File: src/rtl/instr_fetch_queue_pkg.sv
// Shared definitions for the instruction fetch queue: opcodes, field slices, defaults.
// INSTR_NOP_DROP_EN (see instr_fetch_queue.sv) uses instr_is_droppable() from here.
`ifndef INSTR_FETCH_QUEUE_FIELDS
`define INSTR_FETCH_QUEUE_FIELDS
`define IFQ_OP(i)   i[15:12]
`define IFQ_TGT(i)  i[11:8]
`define IFQ_SRC0(i) i[7:4]
`define IFQ_SRC1(i) i[3:0]
`define IFQ_IMM(i)  i[7:0]
`endif

package instr_fetch_queue_pkg;

  localparam int IW_DEFAULT = 16;

  localparam logic [3:0] OP_NOP = 4'h0;
  localparam logic [3:0] OP_LDI = 4'h1;
  localparam logic [3:0] OP_MOV = 4'h2;
  localparam logic [3:0] OP_ADD = 4'h3;
  localparam logic [3:0] OP_SUB = 4'h4;
  localparam logic [3:0] OP_AND = 4'h5;
  localparam logic [3:0] OP_OR  = 4'h6;
  localparam logic [3:0] OP_XOR = 4'h7;

  // NOPs and the undefined upper half of the opcode space carry no work.
  function automatic logic instr_is_droppable(input logic [3:0] op);
    return (op == OP_NOP) || op[3];
  endfunction

endpackage

File: src/rtl/instr_fetch_queue_if.sv
// Issue-side handshake between the fetch queue and the compute unit.
interface instr_fetch_queue_if #(
  parameter int IW = instr_fetch_queue_pkg::IW_DEFAULT
);
  // valid/ready: a transfer happens on a clock edge where out_valid and out_ready
  // are both high; while out_valid=1 and out_ready=0 the master holds out_instr.
  logic          out_valid;
  logic [IW-1:0] out_instr;
  logic          out_ready;

  modport master (output out_valid, output out_instr, input out_ready);
  modport slave  (input out_valid, input out_instr, output out_ready);
endinterface

File: src/rtl/instr_fetch_queue_strobe_sync_edge.sv
// Two-flop synchronizer for the pad write strobe plus a one-clock rising-edge pulse.
module instr_fetch_queue_strobe_sync_edge (
  input  logic clk,
  input  logic rst_n,
  input  logic strobe_i,
  output logic pulse_o
);

  logic s1_q, s2_q, s3_q;

  always_ff @(posedge clk or negedge rst_n) begin
    if (!rst_n) begin
      s1_q <= 1'b0;
      s2_q <= 1'b0;
      s3_q <= 1'b0;
    end else begin
      s1_q <= strobe_i;
      s2_q <= s1_q;
      s3_q <= s2_q;
    end
  end

  // s3 is only an edge-detect delay; s2 is the first metastability-safe copy.
  assign pulse_o = s2_q & ~s3_q;

endmodule

File: src/rtl/instr_fetch_queue.sv
// Strobe-captured instruction FIFO feeding the compute unit over valid/ready.
// Optional INSTR_NOP_DROP_EN: discard NOP/undefined opcodes at push time.
module instr_fetch_queue
  import instr_fetch_queue_pkg::*;
#(
  parameter int DEPTH = 4,
  parameter int IW    = IW_DEFAULT
) (
  input  logic                   clk,
  input  logic                   rst_n,
  input  logic                   ena,
  input  logic                   wr_strobe,
  input  logic [IW-1:0]          in_instr,
  instr_fetch_queue_if.master    out_if,
  output logic [$clog2(DEPTH):0] count,
  output logic                   overflow
);

  localparam int AW = $clog2(DEPTH);
  localparam logic [AW:0] PTR_ONE = 1;

  logic [AW:0]   wr_ptr_q, wr_ptr_d, rd_ptr_q, rd_ptr_d;
  logic [IW-1:0] mem_q [DEPTH];
  logic          overflow_q, overflow_d;
  logic          push_req, keep, full, empty, out_valid, pop, push;

  instr_fetch_queue_strobe_sync_edge u_sync (
    .clk      (clk),
    .rst_n    (rst_n),
    .strobe_i (wr_strobe),
    .pulse_o  (push_req)
  );

`ifdef INSTR_NOP_DROP_EN
  assign keep = ~instr_is_droppable(`IFQ_OP(in_instr));
`else
  assign keep = 1'b1;
`endif

  // Extra pointer MSB distinguishes full from empty when the index bits match.
  assign empty     = (wr_ptr_q == rd_ptr_q);
  assign full      = (wr_ptr_q[AW] != rd_ptr_q[AW]) &&
                     (wr_ptr_q[AW-1:0] == rd_ptr_q[AW-1:0]);
  assign out_valid = ena & ~empty;
  assign pop       = out_valid & out_if.out_ready;
  assign push      = ena & push_req & keep & (~full | pop);

  always_comb begin
    wr_ptr_d   = wr_ptr_q;
    rd_ptr_d   = rd_ptr_q;
    overflow_d = overflow_q;
    if (push) wr_ptr_d = wr_ptr_q + PTR_ONE;
    if (pop)  rd_ptr_d = rd_ptr_q + PTR_ONE;
    if (ena && push_req && keep && full && !pop) overflow_d = 1'b1;
  end

  always_ff @(posedge clk or negedge rst_n) begin
    if (!rst_n) begin
      wr_ptr_q   <= '0;
      rd_ptr_q   <= '0;
      overflow_q <= 1'b0;
      for (int i = 0; i < DEPTH; i++) mem_q[i] <= '0;
    end else begin
      wr_ptr_q   <= wr_ptr_d;
      rd_ptr_q   <= rd_ptr_d;
      overflow_q <= overflow_d;
      if (push) mem_q[wr_ptr_q[AW-1:0]] <= in_instr;
    end
  end

  assign out_if.out_valid = out_valid;
  assign out_if.out_instr = mem_q[rd_ptr_q[AW-1:0]];
  assign count            = wr_ptr_q - rd_ptr_q;
  assign overflow         = overflow_q;

endmodule

File: src/flat_wrapper.sv
// flat-port wrapper written by rule: the top's interface ports become plain ports
module instr_fetch_queue_flat import instr_fetch_queue_pkg::*;
#(
  parameter int DEPTH = 4,
  parameter int IW    = IW_DEFAULT
)
  (clk, rst_n, ena, wr_strobe, in_instr, count, overflow, out_if_out_valid, out_if_out_instr, out_if_out_ready);
  instr_fetch_queue_if #(.IW(IW)) out_if_i ();
  input  logic clk;
  input  logic rst_n;
  input  logic ena;
  input  logic wr_strobe;
  input  logic [IW-1:0] in_instr;
  output logic [$clog2(DEPTH):0] count;
  output logic overflow;
  output wire logic [$bits(out_if_i.out_valid)-1:0] out_if_out_valid;
  output wire logic [$bits(out_if_i.out_instr)-1:0] out_if_out_instr;
  input wire logic [$bits(out_if_i.out_ready)-1:0] out_if_out_ready;
  assign out_if_out_valid = out_if_i.out_valid;
  assign out_if_out_instr = out_if_i.out_instr;
  assign out_if_i.out_ready = out_if_out_ready;
  instr_fetch_queue #(.DEPTH(DEPTH), .IW(IW)) u_core (.clk(clk), .rst_n(rst_n), .ena(ena), .wr_strobe(wr_strobe), .in_instr(in_instr), .out_if(out_if_i), .count(count), .overflow(overflow));
endmodule
File: config.mk
export PLATFORM = sky130hd
export DESIGN_NAME = instr_fetch_queue_flat
export DESIGN_NICKNAME = d
export VERILOG_FILES = /design/src/rtl/instr_fetch_queue_pkg.sv /design/src/rtl/instr_fetch_queue_if.sv /design/src/rtl/instr_fetch_queue_strobe_sync_edge.sv /design/src/rtl/instr_fetch_queue.sv /design/src/flat_wrapper.sv
export SDC_FILE = /design/constraint.sdc
export NUM_CORES = 1
export LEC_CHECK = 0
export ABC_CLOCK_PERIOD_IN_PS = 3800
export BUFFER_PORTS_ARGS = -buffer_cell sky130_fd_sc_hd__buf_2
export CELL_PAD_IN_SITES_DETAIL_PLACEMENT = 0
export CELL_PAD_IN_SITES_GLOBAL_PLACEMENT = 1
export CORE_UTILIZATION = 30
export DETAILED_ROUTE_END_ITERATION = 8
export GPL_TIMING_DRIVEN = 0
export MAX_ROUTING_LAYER = met4
export PLACE_DENSITY = 0.64
export SLEW_MARGIN = 20
export SYNTH_ARGS = -nofsm -noshare
export SYNTH_HDL_FRONTEND = slang
export SYNTH_SLANG_ARGS = --single-unit
File: constraint.sdc
create_clock -name clk -period 3.8 [get_ports clk]
set_clock_uncertainty 0.05 [all_clocks]
set_input_delay 0.57 -clock clk [delete_from_list [all_inputs] [get_ports clk]]
set_output_delay 0.57 -clock clk [all_outputs]
set_load 0.05 [all_outputs]
==> out/summary.txt <==
GRT overflow -> 0
Initial antenna violation count -> 0
Clk_lat worst skew -> 330 ps
Status -> finished, final reports clean
Top sig layer -> met4
DR vias/cell -> 4.70
Global-route wire length before repair -> 11800 um
Least-Margin Pin Slew -> 657 ps
Slew HR -> 56.2%
Beginning of the critical path -> u_core.rd_ptr_q[1]$_DFFE_PN0P_
Register area share after synthesis -> 52.1%
DP Cell Count -> 387
Multi-input gate area -> 1600 um^2
Post-Syn Instances -> 202
Setup CP Type -> reg -> reg
Wire per inst -> 17.3 um
Die H -> 111 um
Max-Cap Viols -> 0
Largest stage delay, worst path -> 670 ps
GP Congestion -> 0.687
Synthesized Nets -> 231
RSZ-0062 raised after global routing -> no
# clock sinks -> 74
Mapped cell area -> 3560 um^2
Critical Path Sink Type -> register
Initial Util -> 31.0%
R2R setup slack -> 210 ps
Die ar. -> 12300 um^2
Detailed Route Iter0 Violations -> 65
Netlist cell types -> 24
HPWL after DPL -> 4610 um
Final worst-path cycle share -> 94.4%
Layout cell share with drive strength beyond 1 -> 58.5%
DRT Pass-1 Iters -> 3
Core area -> 11500 um^2
CTS clk-pin slew, worst paths -> 60 ps
NumNets Final -> 284
Vias in the first global route -> 2163
Fin crit period -> 3590 ps
Clock buffer count from CTS -> 9
Largest net degree at the start of global routing -> 53
Max frequency -> 279 MHz
Total global-route track usage -> 13.1%
Max stage delay cell, worst path -> a311oi_4
Synthesized flop and latch total -> 74
Min-delay worst type -> in -> async
Fill count -> 1070
Final hold vios -> 0
Die width -> 111 um
Final Instance Area -> 4260 um^2
Hold WS -> 85.3 ps
CP max FO -> 10
Metal2 WL -> 3200 um
Yosys warns -> 0
Post-route DRC -> 0
FF+latch area -> 1850 um^2
CTS H-tree depth -> 3
Final wirelength -> 6970 um
CTS tree -> yes
Placed Area -> 3970 um^2
Area Growth Syn to Fin -> 19.7%
Met3 wire length -> 327 um
Root buffer cell -> clkbuf_16
Fin cells -> 404
CP startpoint kind -> register
Critical path destination -> u_core.mem_q[8]$_DFFE_PN0P_
Met1 wire length -> 3340 um
Port bufs -> 41
WP data arrival -> 3750 ps
Antenna-violating nets left -> 0
Max Slew Vio Count -> 0
Worst r2r path cells -> 9
Syn_area_per_cell -> 17.6 um^2
# rows -> 39
Required time of the critical path -> 3970 ps
Total number of vias -> 1899
IO Pins -> 42
R2r startpoint -> u_core.rd_ptr_q[1]$_DFFE_PN0P_
R2R Path End -> u_core.mem_q[8]$_DFFE_PN0P_
Ordered cell list for the critical path -> clkbuf_1 -> clkbuf_2 -> inv_1 -> ha_1 -> and2_1 -> buf_1 -> a311oi_4 -> buf_6 -> mux2_4
# setup viols final -> 0
Maximum clock insertion buffer count -> 2
[logic make-up after synthesis]
group	count (synthesis)	synth area share [%]
xor+xnor	6	2.01
compound gates	9	4.01
simple gates	5	0.915
mux	82	35.2
flops	74	52.1
fa+ha+maj	8	3.03
buf+inv	18	2.81
[per-stage QoR]
| stage | setup slack [ps] | setup TNS (ps) | utilization, % |
|---|---|---|---|
| 4_1_cts | 159 | 0 | 37.1 |
| 6_report | 213 | 0 | 37.1 |
| 5_1_grt | 72.5 | 0 | 37.1 |
| 3_5_place_dp | -40.6 | -346 | 34.6 |
| 3_3_place_gp | -29.0 | -249 | 34.4 |
| 2_1_floorplan | 838 | 0 | - |
[final cells by class]
cell class / instances / share of cell area, %
clock buffers: 14 / 6.44
inverters: 9 / 0.793
repair buffers: 42 / 5.52
diodes: 1 / 0.0588
clock inverters: 2 / 0.235
well taps: 143 / 4.20
flip-flops and latches: 74 / 43.5
plain buffers: 9 / 1.59
multi-input cells: 110 / 37.7
[state kept, by name (all words and copies together), names as in the netlist]
signal              cells
u_core.overflow         1
u_core.u_sync.s3_q      1
u_core.mem_q           64
u_core.rd_ptr_q         3
u_core.u_sync.s1_q      1
u_core.u_sync.s2_q      1
u_core.wr_ptr_q         3
[critical path: cells and delay by family, from the launching register on]
kind                     cells  cell delay, ps
buffers and inverters        5            1530
adder cells (fa/ha/maj)      1             310
AO/OA/AOI/OAI                1             670
AND/OR/NAND/NOR              1             160
flip-flops                   1             410
multiplexers                 1             310
[cell usage after synthesis (all sizes together)]
cell type / count / share of area, %
dfrtp: 74 / 52
mux2: 66 / 25
mux4: 16 / 10
inv: 9 / 0.95
buf: 7 / 1.7
ha: 7 / 2.5
a311oi: 4 / 3.0
xnor2: 3 / 0.74
xor2: 3 / 1.3
clkbuf: 2 / 0.21
nand2: 2 / 0.28
o21bai: 2 / 0.42
a31oi: 1 / 0.18
and2: 1 / 0.18
fa: 1 / 0.56
nand3: 1 / 0.14
nand3b: 1 / 0.32
o2111ai: 1 / 0.25
o21a: 1 / 0.21
[layer usage]
layer	track usage (%)	vias to the layer above
met3	4.26	10
met2	19.0	42
met1	17.1	1000
met4	4.53	0
met5	-	-
li1	-	847
[worst min-delay path by stage]
stage	startpoint	end	slack (ps)	cells past startpoint
2_1_floorplan	rst_n	u_core.mem_q[0]$_DFFE_PN0P_	220	0
3_3_place_gp	u_core.u_sync.s1_q$_DFF_PN0_	u_core.u_sync.s2_q$_DFF_PN0_	280	0
3_5_place_dp	u_core.u_sync.s1_q$_DFF_PN0_	u_core.u_sync.s2_q$_DFF_PN0_	290	0
4_1_cts	rst_n	u_core.mem_q[58]$_DFFE_PN0P_	90	1
5_1_grt	rst_n	u_core.mem_q[58]$_DFFE_PN0P_	110	1
6_report	rst_n	u_core.mem_q[58]$_DFFE_PN0P_	90	1
[layout by cell type, fill, tap and decap left out, types with 4 or more instances in the layout]
cell,count
clkbuf_16,9
a311oi_4,4
dfrtp_1,74
buf_2,42
mux2_2,27
mux2_4,39
buf_6,4
inv_1,9
mux4_2,16
ha_1,7
[what timing repair did]
item / 4_1_cts / 5_1_grt
gates resized for setup: 1 / 0
endpoints found under the setup margin: 28 / 0
hold buffers: 0 / 0
buffers inserted: 0 / 0
Power is not shown: default switching activity piles up to over one toggle a cycle in this logic, so the estimate is an artifact.
